--- src/rtl/slc3_control_pkg.sv ---
// Shared types and encodings for the SLC-3 control unit: opcodes, ALU ops,
// mux select encodings and FSM state codes.
package slc3_control_pkg;

  typedef logic [3:0] lc3b_opcode;
  typedef logic [1:0] lc3b_aluop;
  typedef logic [3:0] lc3b_ctrl_state;

  localparam lc3b_opcode op_br  = 4'b0000;
  localparam lc3b_opcode op_add = 4'b0001;
  localparam lc3b_opcode op_and = 4'b0101;
  localparam lc3b_opcode op_not = 4'b1001;
  localparam lc3b_opcode op_ldr = 4'b0110;
  localparam lc3b_opcode op_str = 4'b0111;
  localparam lc3b_opcode op_jmp = 4'b1100;
  localparam lc3b_opcode op_pse = 4'b1101;

  localparam lc3b_aluop alu_add  = 2'b00;
  localparam lc3b_aluop alu_and  = 2'b01;
  localparam lc3b_aluop alu_not  = 2'b10;
  localparam lc3b_aluop alu_pass = 2'b11;

  typedef enum logic [1:0] {
    PCMUX_BUS   = 2'b00,
    PCMUX_INC   = 2'b01,
    PCMUX_ADDER = 2'b10
  } pcmux_sel_e;

  typedef enum logic [1:0] {
    ADDR2_ZERO  = 2'b00,
    ADDR2_OFF6  = 2'b01,
    ADDR2_OFF9  = 2'b10,
    ADDR2_OFF11 = 2'b11
  } addr2_sel_e;

  localparam lc3b_ctrl_state S_HALT = 4'd0;
  localparam lc3b_ctrl_state F1     = 4'd1;
  localparam lc3b_ctrl_state F2     = 4'd2;
  localparam lc3b_ctrl_state F3     = 4'd3;
  localparam lc3b_ctrl_state DEC    = 4'd4;
  localparam lc3b_ctrl_state ALU    = 4'd5;
  localparam lc3b_ctrl_state BR_T   = 4'd6;
  localparam lc3b_ctrl_state JMP    = 4'd7;
  localparam lc3b_ctrl_state LD1    = 4'd8;
  localparam lc3b_ctrl_state LD2    = 4'd9;
  localparam lc3b_ctrl_state LD3    = 4'd10;
  localparam lc3b_ctrl_state ST1    = 4'd11;
  localparam lc3b_ctrl_state ST2    = 4'd12;
  localparam lc3b_ctrl_state ST3    = 4'd13;
  localparam lc3b_ctrl_state PSE1   = 4'd14;
  localparam lc3b_ctrl_state PSE2   = 4'd15;

endpackage

--- src/rtl/slc3_control_if.sv ---
// Control <-> datapath/SRAM signal bundle. The master modport is the control
// FSM side; the slave modport is the datapath side.
interface slc3_control_if;
  import slc3_control_pkg::*;

  logic       Run;
  logic       Continue;
  lc3b_opcode opcode;
  logic       BEN;
  logic       imm5_sel;

  logic       load_ir;
  logic       load_pc;
  logic       load_mdr;
  logic       load_mar;
  logic       ld_reg;
  logic       GatePC;
  logic       GateMDR;
  logic       GateALU;
  logic       GateMARMUX;
  logic [1:0] pc_sel;
  logic       addr1mux_sel;
  logic [1:0] addr2mux_sel;
  logic       SR2_mux_sel;
  logic       sr1_sel;
  lc3b_aluop  ALUK;
  logic       Mem_CE;
  logic       Mem_OE;
  logic       Mem_WE;

  modport master (
    input  Run, Continue, opcode, BEN, imm5_sel,
    output load_ir, load_pc, load_mdr, load_mar, ld_reg,
           GatePC, GateMDR, GateALU, GateMARMUX,
           pc_sel, addr1mux_sel, addr2mux_sel, SR2_mux_sel, sr1_sel, ALUK,
           Mem_CE, Mem_OE, Mem_WE
  );

  modport slave (
    output Run, Continue, opcode, BEN, imm5_sel,
    input  load_ir, load_pc, load_mdr, load_mar, ld_reg,
           GatePC, GateMDR, GateALU, GateMARMUX,
           pc_sel, addr1mux_sel, addr2mux_sel, SR2_mux_sel, sr1_sel, ALUK,
           Mem_CE, Mem_OE, Mem_WE
  );

endinterface

--- src/rtl/slc3_wait_ctr.sv ---
// Memory wait counter: restarts at zero on clear, done when the current
// memory state has been held MEM_WAIT cycles.
module slc3_wait_ctr #(
  parameter int MEM_WAIT = 2
) (
  input  logic clk,
  input  logic rst_n,
  input  logic clear,
  output logic done
);

  logic [3:0] count_q;
  logic [3:0] count_d;

  always_comb begin
    count_d = clear ? 4'd0 : count_q + 4'd1;
  end

  always_ff @(posedge clk) begin
    if (!rst_n) count_q <= 4'd0;
    else        count_q <= count_d;
  end

  assign done = (count_q == 4'(MEM_WAIT - 1));

endmodule

--- src/rtl/slc3_control.sv ---
// SLC-3 Moore control FSM (fetch/decode/execute). Define SLC3_PAUSE_EN to
// include the PSE1/PSE2 pause states; otherwise opcode 1101 is a NOP.
module slc3_control
  import slc3_control_pkg::*;
#(
  parameter int MEM_WAIT = 2
) (
  input  logic           Clk,
  input  logic           Reset,
  slc3_control_if.master bus
);

  lc3b_ctrl_state state_q;
  lc3b_ctrl_state state_d;
  logic           wait_done;

`ifndef SLC3_PAUSE_EN
  logic unused_continue;
  assign unused_continue = bus.Continue;
`endif

  // Any state change restarts the counter, so each memory state starts at 0.
  slc3_wait_ctr #(.MEM_WAIT(MEM_WAIT)) u_wait (
    .clk   (Clk),
    .rst_n (Reset),
    .clear (state_d != state_q),
    .done  (wait_done)
  );

  always_comb begin
    state_d = state_q;
    case (state_q)
      S_HALT: if (bus.Run) state_d = F1;
      F1:     state_d = F2;
      F2:     if (wait_done) state_d = F3;
      F3:     state_d = DEC;
      DEC: begin
        case (bus.opcode)
          op_add, op_and, op_not: state_d = ALU;
          op_br:  state_d = bus.BEN ? BR_T : F1;
          op_jmp: state_d = JMP;
          op_ldr: state_d = LD1;
          op_str: state_d = ST1;
`ifdef SLC3_PAUSE_EN
          op_pse: state_d = PSE1;
`else
          op_pse: state_d = F1;
`endif
          default: state_d = F1;
        endcase
      end
      ALU, BR_T, JMP, LD3: state_d = F1;
      LD1: state_d = LD2;
      LD2: if (wait_done) state_d = LD3;
      ST1: state_d = ST2;
      ST2: state_d = ST3;
      ST3: if (wait_done) state_d = F1;
      PSE1: begin
`ifdef SLC3_PAUSE_EN
        if (bus.Continue) state_d = PSE2;
`else
        state_d = F1;
`endif
      end
      PSE2: begin
`ifdef SLC3_PAUSE_EN
        if (!bus.Continue) state_d = F1;
`else
        state_d = F1;
`endif
      end
      default: state_d = S_HALT;
    endcase
  end

  always_ff @(posedge Clk) begin
    if (!Reset) state_q <= S_HALT;
    else        state_q <= state_d;
  end

  // Outputs depend on the registered state; opcode/imm5 come from the IR.
  always_comb begin
    bus.load_ir      = 1'b0;
    bus.load_pc      = 1'b0;
    bus.load_mdr     = 1'b0;
    bus.load_mar     = 1'b0;
    bus.ld_reg       = 1'b0;
    bus.GatePC       = 1'b0;
    bus.GateMDR      = 1'b0;
    bus.GateALU      = 1'b0;
    bus.GateMARMUX   = 1'b0;
    bus.pc_sel       = PCMUX_BUS;
    bus.addr1mux_sel = 1'b0;
    bus.addr2mux_sel = ADDR2_ZERO;
    bus.SR2_mux_sel  = 1'b0;
    bus.sr1_sel      = 1'b0;
    bus.ALUK         = alu_add;
    bus.Mem_CE       = 1'b1;
    bus.Mem_OE       = 1'b1;
    bus.Mem_WE       = 1'b1;
    case (state_q)
      F1: begin
        bus.GatePC   = 1'b1;
        bus.load_mar = 1'b1;
        bus.pc_sel   = PCMUX_INC;
        bus.load_pc  = 1'b1;
      end
      F2, LD2: begin
        bus.Mem_CE   = 1'b0;
        bus.Mem_OE   = 1'b0;
        bus.load_mdr = 1'b1;
      end
      F3: begin
        bus.GateMDR = 1'b1;
        bus.load_ir = 1'b1;
      end
      ALU: begin
        bus.GateALU     = 1'b1;
        bus.ld_reg      = 1'b1;
        bus.SR2_mux_sel = bus.imm5_sel;
        case (bus.opcode)
          op_and:  bus.ALUK = alu_and;
          op_not:  bus.ALUK = alu_not;
          default: bus.ALUK = alu_add;
        endcase
      end
      BR_T: begin
        bus.addr2mux_sel = ADDR2_OFF9;
        bus.pc_sel       = PCMUX_ADDER;
        bus.load_pc      = 1'b1;
      end
      JMP: begin
        bus.addr1mux_sel = 1'b1;
        bus.pc_sel       = PCMUX_ADDER;
        bus.load_pc      = 1'b1;
      end
      LD1, ST1: begin
        bus.addr1mux_sel = 1'b1;
        bus.addr2mux_sel = ADDR2_OFF6;
        bus.GateMARMUX   = 1'b1;
        bus.load_mar     = 1'b1;
      end
      LD3: begin
        bus.GateMDR = 1'b1;
        bus.ld_reg  = 1'b1;
      end
      ST2: begin
        bus.sr1_sel  = 1'b1;
        bus.ALUK     = alu_pass;
        bus.GateALU  = 1'b1;
        bus.load_mdr = 1'b1;
      end
      ST3: begin
        bus.Mem_CE  = 1'b0;
        bus.Mem_WE  = 1'b0;
        bus.GateMDR = 1'b1;
      end
      default: ;
    endcase
  end

endmodule

--- src/flat_wrapper.sv ---
// flat-port wrapper written by rule: the top's interface ports become plain ports
module slc3_control_flat import slc3_control_pkg::*;
#(
  parameter int MEM_WAIT = 2
)
  (Clk, Reset, bus_Run, bus_Continue, bus_opcode, bus_BEN, bus_imm5_sel, bus_load_ir, bus_load_pc, bus_load_mdr, bus_load_mar, bus_ld_reg, bus_GatePC, bus_GateMDR, bus_GateALU, bus_GateMARMUX, bus_pc_sel, bus_addr1mux_sel, bus_addr2mux_sel, bus_SR2_mux_sel, bus_sr1_sel, bus_ALUK, bus_Mem_CE, bus_Mem_OE, bus_Mem_WE);
  slc3_control_if bus_i ();
  input  logic Clk;
  input  logic Reset;
  input wire logic [$bits(bus_i.Run)-1:0] bus_Run;
  input wire logic [$bits(bus_i.Continue)-1:0] bus_Continue;
  input wire logic [$bits(bus_i.opcode)-1:0] bus_opcode;
  input wire logic [$bits(bus_i.BEN)-1:0] bus_BEN;
  input wire logic [$bits(bus_i.imm5_sel)-1:0] bus_imm5_sel;
  output wire logic [$bits(bus_i.load_ir)-1:0] bus_load_ir;
  output wire logic [$bits(bus_i.load_pc)-1:0] bus_load_pc;
  output wire logic [$bits(bus_i.load_mdr)-1:0] bus_load_mdr;
  output wire logic [$bits(bus_i.load_mar)-1:0] bus_load_mar;
  output wire logic [$bits(bus_i.ld_reg)-1:0] bus_ld_reg;
  output wire logic [$bits(bus_i.GatePC)-1:0] bus_GatePC;
  output wire logic [$bits(bus_i.GateMDR)-1:0] bus_GateMDR;
  output wire logic [$bits(bus_i.GateALU)-1:0] bus_GateALU;
  output wire logic [$bits(bus_i.GateMARMUX)-1:0] bus_GateMARMUX;
  output wire logic [$bits(bus_i.pc_sel)-1:0] bus_pc_sel;
  output wire logic [$bits(bus_i.addr1mux_sel)-1:0] bus_addr1mux_sel;
  output wire logic [$bits(bus_i.addr2mux_sel)-1:0] bus_addr2mux_sel;
  output wire logic [$bits(bus_i.SR2_mux_sel)-1:0] bus_SR2_mux_sel;
  output wire logic [$bits(bus_i.sr1_sel)-1:0] bus_sr1_sel;
  output wire logic [$bits(bus_i.ALUK)-1:0] bus_ALUK;
  output wire logic [$bits(bus_i.Mem_CE)-1:0] bus_Mem_CE;
  output wire logic [$bits(bus_i.Mem_OE)-1:0] bus_Mem_OE;
  output wire logic [$bits(bus_i.Mem_WE)-1:0] bus_Mem_WE;
  assign bus_i.Run = bus_Run;
  assign bus_i.Continue = bus_Continue;
  assign bus_i.opcode = bus_opcode;
  assign bus_i.BEN = bus_BEN;
  assign bus_i.imm5_sel = bus_imm5_sel;
  assign bus_load_ir = bus_i.load_ir;
  assign bus_load_pc = bus_i.load_pc;
  assign bus_load_mdr = bus_i.load_mdr;
  assign bus_load_mar = bus_i.load_mar;
  assign bus_ld_reg = bus_i.ld_reg;
  assign bus_GatePC = bus_i.GatePC;
  assign bus_GateMDR = bus_i.GateMDR;
  assign bus_GateALU = bus_i.GateALU;
  assign bus_GateMARMUX = bus_i.GateMARMUX;
  assign bus_pc_sel = bus_i.pc_sel;
  assign bus_addr1mux_sel = bus_i.addr1mux_sel;
  assign bus_addr2mux_sel = bus_i.addr2mux_sel;
  assign bus_SR2_mux_sel = bus_i.SR2_mux_sel;
  assign bus_sr1_sel = bus_i.sr1_sel;
  assign bus_ALUK = bus_i.ALUK;
  assign bus_Mem_CE = bus_i.Mem_CE;
  assign bus_Mem_OE = bus_i.Mem_OE;
  assign bus_Mem_WE = bus_i.Mem_WE;
  slc3_control #(.MEM_WAIT(MEM_WAIT)) u_core (.Clk(Clk), .Reset(Reset), .bus(bus_i));
endmodule
--- config.mk ---
export PLATFORM = sky130hd
export DESIGN_NAME = slc3_control_flat
export DESIGN_NICKNAME = d
export VERILOG_FILES = /design/src/rtl/slc3_control_pkg.sv /design/src/rtl/slc3_control_if.sv /design/src/rtl/slc3_wait_ctr.sv /design/src/rtl/slc3_control.sv /design/src/flat_wrapper.sv
export SDC_FILE = /design/constraint.sdc
export NUM_CORES = 1
export LEC_CHECK = 0
export CORE_AREA = 2 2 49 51
export DETAILED_ROUTE_END_ITERATION = 12
export DIE_AREA = 0 0 51 53
export PLACE_DENSITY = 0.72
export SLEW_MARGIN = 20
export SYNTH_ARGS = -nofsm -noshare
export SYNTH_HDL_FRONTEND = slang
export SYNTH_SLANG_ARGS = --single-unit
export TNS_END_PERCENT = 30
--- constraint.sdc ---
create_clock -name Clk -period 2 [get_ports Clk]
set_input_delay 0.4 -clock Clk [delete_from_list [all_inputs] [get_ports Clk]]
set_output_delay 0.4 -clock Clk [all_outputs]
set_load 0.02 [all_outputs]
# After elaboration in Yosys (flattened, before gate mapping)
# Index checks and enable logic that the tools add are counted.
# totals
input_bits	10
output_inout_bits	21
elab_cells	69
reg_bits	8
# op_classes
muxes	26
reduce_logical	16
eq_ne	23
addsub	1
bitwise	1
# op_table
op	count
case mux 4 bit (11 select lines)	1
== test 4 bit (second input constant)	10
== test 4 x 3 -> 1 bit (second input constant)	7
OR reduction 3 bit	7
case mux 4 bit (5 select lines)	1
two-way mux 4 bit	4
case mux 2 bit (2 select lines)	4
two-way mux 1 bit	15
== test 4 x 1 -> 1 bit (second input constant)	3
OR reduction 2 bit	6
== test 4 x 2 -> 1 bit (second input constant)	2
zero test 4 bit	2
OR reduction 6 bit	1
adder 4 x 1 -> 4 bit (second input constant)	1
inequality test 4 bit	1
two-way mux 3 bit	1
inverter 1 bit	1

# Longest topological paths before layout
# logic_depth
ltp_word	6
mapped_depth	7
ltp_nobuf	7

# By module
# A second synthesis with hierarchy kept.
# hier_totals
hier_cells	110
area_unflattened_um2	764.5
# modules_own_cells
mod	instances	cells_per_inst	seq_area_each_um2	area_each_um2
slc3_control	1	93	80.1	589.3
slc3_wait_ctr	1	17	80.1	175.2

# Worst setup path after synthesis
# OpenSTA, ideal clock, no wires.
# synth_path
kind	flip-flop to output port
from	reg u_core.state_q[3]
to	out bus_ALUK[0]
arrival_ns	1.520
path_stages_with_launch	6
path_slack_ns	0.080
path_buffers	2
required_time_ns	1.600
cell_sequence	dfxtp_1 > buf_6 > buf_2 > xnor2_1 > or3b_2 > a21oi_1
# synth_between
elab_chain_cells	2
elab_cells_between_ends	3
cone_classes	eq/ne: 2; mux: 1
# synth_lines
item	line_no	source
start: declaration	slc3_control.sv:13	lc3b_ctrl_state state_q;
start signal: assignment	slc3_control.sv:78	else state_q <= state_d;
== test 4 bit or == test 4 x 3 -> 1 bit (tied branches)	slc3_control.sv:101	case (state_q)
case mux 2 bit (2 select lines) (*)	slc3_control.sv:101	
end: declaration	flat_wrapper.sv:29	output wire logic [$bits(bus_i.ALUK)-1:0] bus_ALUK;
# Mark *: on every way between the ends. The rest lies on a longest branch, timed or not.

# Worst setup path after layout
# layout_path
from	reg u_core.state_q[1]
to	out bus_load_mdr
# layout_between
elab_chain_cells	3
elab_cells_between_ends	5
cone_classes	eq/ne: 3; mux: 1; reduce/logical: 1
# layout_lines
item	line_no	source
== test 4 bit or == test 4 x 2 -> 1 bit (tied branches)	slc3_control.sv:101	
OR reduction 3 bit (no source line) (*)	n/a	
two-way mux 1 bit (*)	slc3_control.sv:101	
end: declaration	flat_wrapper.sv:17	output wire logic [$bits(bus_i.load_mdr)-1:0] bus_load_mdr;
# Marks and branches as above.

==> implementation parameters <==
Parameter                              Value

Power
  Switching power total    0.000376 W
  Power per standard cell area    694 nW/um^2
  Pleak    0.609 nW
  Combinational fraction of design power    63.0%
  Sequential cell fraction of total power    24.0%
  Internal power consumption    0.000531 W
  Relative contribution of the clock network to total power    12.9%
  Switch share    41.5%
  VDD IR max    0.594 mV
  Total design power    0.000907 W

Setup path
  Reg-to-reg slack, setup    0.14 ns
  Critical Path Source Type    register
  Required time of the worst setup path    1.60 ns
  RR Startpoint    u_core.state_q[1]$_SDFF_PN0_
  Critical setup path kind    register to output port
  Reg-to-Reg End    u_core.u_wait.count_q[0]$_SDFF_PP0_
  Worst Path Arrival    1.52 ns
  Logic depth of the worst register-to-register path    6
  Type of destination of the critical path    output port
  Critical path fanouts, max    6

Detailed routing
  Per-cell routed wire length    12.1 um
  Drc violations    0
  Antenna violation net count after detailed routing    0
  First-pass iteration count of the detailed router    4
  Via count    950
  Number of DRC violations after detailed-routing iteration 0    10
  Average vias per placed instance    5.16
  Sum of routed wire length over all layers    2230 um

Synthesis
  Most used flip-flop cell after synthesis    sky130_fd_sc_hd__dfxtp_1
  Library cell with the largest summed area after synthesis    sky130_fd_sc_hd__dfxtp_1
  Number of enable-type register cells in the synthesized netlist    0
  Flip-flop and latch count after synthesis    8
  Area of the mapped netlist    841 sq um
  Dominant cells by area after synthesis    sky130_fd_sc_hd__dfxtp_1, sky130_fd_sc_hd__nand2_1, sky130_fd_sc_hd__a211oi_2, sky130_fd_sc_hd__nor2b_1, sky130_fd_sc_hd__nor3_1
  Net count of the mapped netlist    120
  Share of flip-flops with an asynchronous set or reset    0%
  Cells after Synth    108
  Area share of the largest cell type after synthesis    19.0%
  Sequential-to-total area share from yosys stat    19.0%
  Synthesis warning total    0
  Count of unique library cells instantiated by Yosys    47
  Synth Area per Inst    7.79 sq um

Floorplanning
  Placeable Area    2150 sq um
  Number of cell rows    17
  Initial cell density of the core    39.1%
  Die outline width    51 um
  Full die area    2700 sq um
  I/O pin cnt    31
  Die extent in y    53 um

CTS
  Buffer depth of the longest clock path    2
  H-tree levels    1
  Post-CTS setup buffers    0
  Sinks on the clock net    8
  Clk pin slew, worst setup/hold paths    0.05 ns
  Clock insertion delay at the later pin of the skew report    0.25 ns
  Clock Root Buffer    sky130_fd_sc_hd__clkbuf_4
  Num CTS Buffers    3
  TritonCTS clock tree    yes
  Number of buffers added to fix hold violations after cts    0

Timing
  Fmax    521 MHz
  Number of pins exceeding their max-slew limit in the final report    0
  Relative slew slack    76.7%
  Clock period minus final worst setup slack    1.92 ns
  Actual transition at the worst max-transition pin    0.346 ns
  Setup TNS Final    0 ns
  Hold Slack    0.492 ns
  Crit share post-route    96.0%
  Final setup fails    0
  Final Hold Fails    0
  Max Clock Skew    0.00435 ns
  Unrepaired setup endpoints after global routing    false

Global route
  Number of antenna violations at the first check in global routing    0
  Vias in the first global route    844
  Leftover overflow at the end of global routing    0
  GRT Util Overall    17.3%
  First-pass GRT wire length    3590 um
  Largest net degree at the start of global routing    13

Final layout
  Most used cells in the layout excluding fill and tap cells    sky130_fd_sc_hd__buf_4, sky130_fd_sc_hd__nand2_1, sky130_fd_sc_hd__dlygate4sd2_1
  Final core utilization    60.9%
  Area added between synthesis and finish    55.5%
  Net count reported at finish    170
  Commonest non-fill, non-tap cell in the layout    sky130_fd_sc_hd__buf_4
  Total non-filler cell area in the finished layout    1310 sq um
  Layout cell share with drive strength beyond 1    37.2%
  ANT cells    0

Placement
  Placed cell area    1290 sq um
  Port Buffer Count    29
  Gpl congestion    0.849
  Half-perimeter wire length after detailed placement    1770 um

Min path
  Hold-critical path depth    1
  End of the worst hold path    u_core.u_wait.count_q[0]$_SDFF_PP0_
  Type of the most critical hold path    register to register
  Source of the worst hold timing path    u_core.u_wait.count_q[0]$_SDFF_PP0_

Run status
  Status    complete, no violations

Flow run
  Max Cap Viol    0
==> cells in the mapped netlist (2+ instances only) <==
master and instances:
sky130_fd_sc_hd__o211ai_1 2, sky130_fd_sc_hd__nand3_1 2, sky130_fd_sc_hd__o22ai_1 2, sky130_fd_sc_hd__a211oi_1 3, sky130_fd_sc_hd__a211oi_2 3, sky130_fd_sc_hd__or3b_1 2
sky130_fd_sc_hd__and2_1 4, sky130_fd_sc_hd__a21oi_1 5, sky130_fd_sc_hd__ha_1 2, sky130_fd_sc_hd__and3_1 2, sky130_fd_sc_hd__xnor2_1 2, sky130_fd_sc_hd__inv_1 4
sky130_fd_sc_hd__clkbuf_1 2, sky130_fd_sc_hd__o21ai_0 4, sky130_fd_sc_hd__buf_4 2, sky130_fd_sc_hd__buf_2 2, sky130_fd_sc_hd__dfxtp_1 8, sky130_fd_sc_hd__nand2_1 12
sky130_fd_sc_hd__nor3_1 6, sky130_fd_sc_hd__nor2b_1 5, sky130_fd_sc_hd__nand2b_1 2, sky130_fd_sc_hd__or2_2 4, sky130_fd_sc_hd__a31oi_1 3, sky130_fd_sc_hd__nor2_1 2
==> power groups by stage <==
stage	registers, W	logic (W)	clock network, W
floorplan	0.000207	0.000375	0
finish	0.000218	0.000572	0.000117
detailed placement	0.000217	0.000606	0
global route	0.000223	0.000630	0.000132
global placement	0.000214	0.000597	0
CTS	0.000217	0.000572	0.000124
==> cells by family (layout without fill, tap and decap cells) <==
family	after synthesis	count (layout)	synth area share (%)
simple gates	55	55	41.7
compound gates	26	26	22.8
buf+inv	12	60	7.44
flops	8	8	19.0
xor+xnor	3	3	3.13
fa+ha+maj	2	2	2.98
mux	2	2	2.98
==> registers in the layout (all words and copies together) (netlist names) <==
name and cells:
u_core.u_wait.count_q 4, u_core.state_q 4
==> area by class of cell <==
| class | count | area, sq um |
|---|---|---|
| timing repair buffer | 52 | 443 |
| multi-input combinational | 88 | 623 |
| fill | 193 | 841 |
| sequential | 8 | 165 |
| clock buffer | 3 | 22.5 |
| tap | 28 | 35.0 |
| inverter | 5 | 18.8 |
==> worst max path at each step <==
stage          slack, ns            to  cells after the start                    startpoint
2_1_floorplan       0.08   bus_ALUK[0]                      5  u_core.state_q[3]$_SDFF_PN0_
3_3_place_gp       -0.27   bus_ALUK[1]                      5                 bus_opcode[0]
3_5_place_dp       -0.30   bus_ALUK[1]                      5                 bus_opcode[0]
4_1_cts            -0.05   bus_load_pc                      6  u_core.state_q[0]$_SDFF_PN0_
5_1_grt            0.003   bus_sr1_sel                      4  u_core.state_q[1]$_SDFF_PN0_
6_report            0.08  bus_load_mdr                      4  u_core.state_q[1]$_SDFF_PN0_
==> critical path, stage by stage (launching register included) <==
cell and delay, ns:
sky130_fd_sc_hd__dfxtp_2 0.34, sky130_fd_sc_hd__or2_1 0.23, sky130_fd_sc_hd__or2_2 0.33, sky130_fd_sc_hd__nand2_1 0.08, sky130_fd_sc_hd__clkdlybuf4s15_1 0.29
==> per-layer routing <==
metal  track usage [%]  part of all wire (%)
met5                 0                     0
met4              3.15                     0
met3              4.24                   5.7
met2              32.5                    49
met1              19.8                    45
==> stage by stage <==
stage          std cells  worst slack, ns
3_3_place_gp         181           -0.266
6_report             184           0.0798
2_1_floorplan        108           0.0800
4_1_cts              184          -0.0457
3_5_place_dp         181           -0.296
5_1_grt              184          0.00262
==> timing repair <==
item / 4_1_cts / 5_1_grt
resized for setup: 38 / 21
pin swaps: 1 / 6
gates cloned: 0 / 0
setup endpoints to repair: 22 / 13
Power figures use the tool's default switching activity.
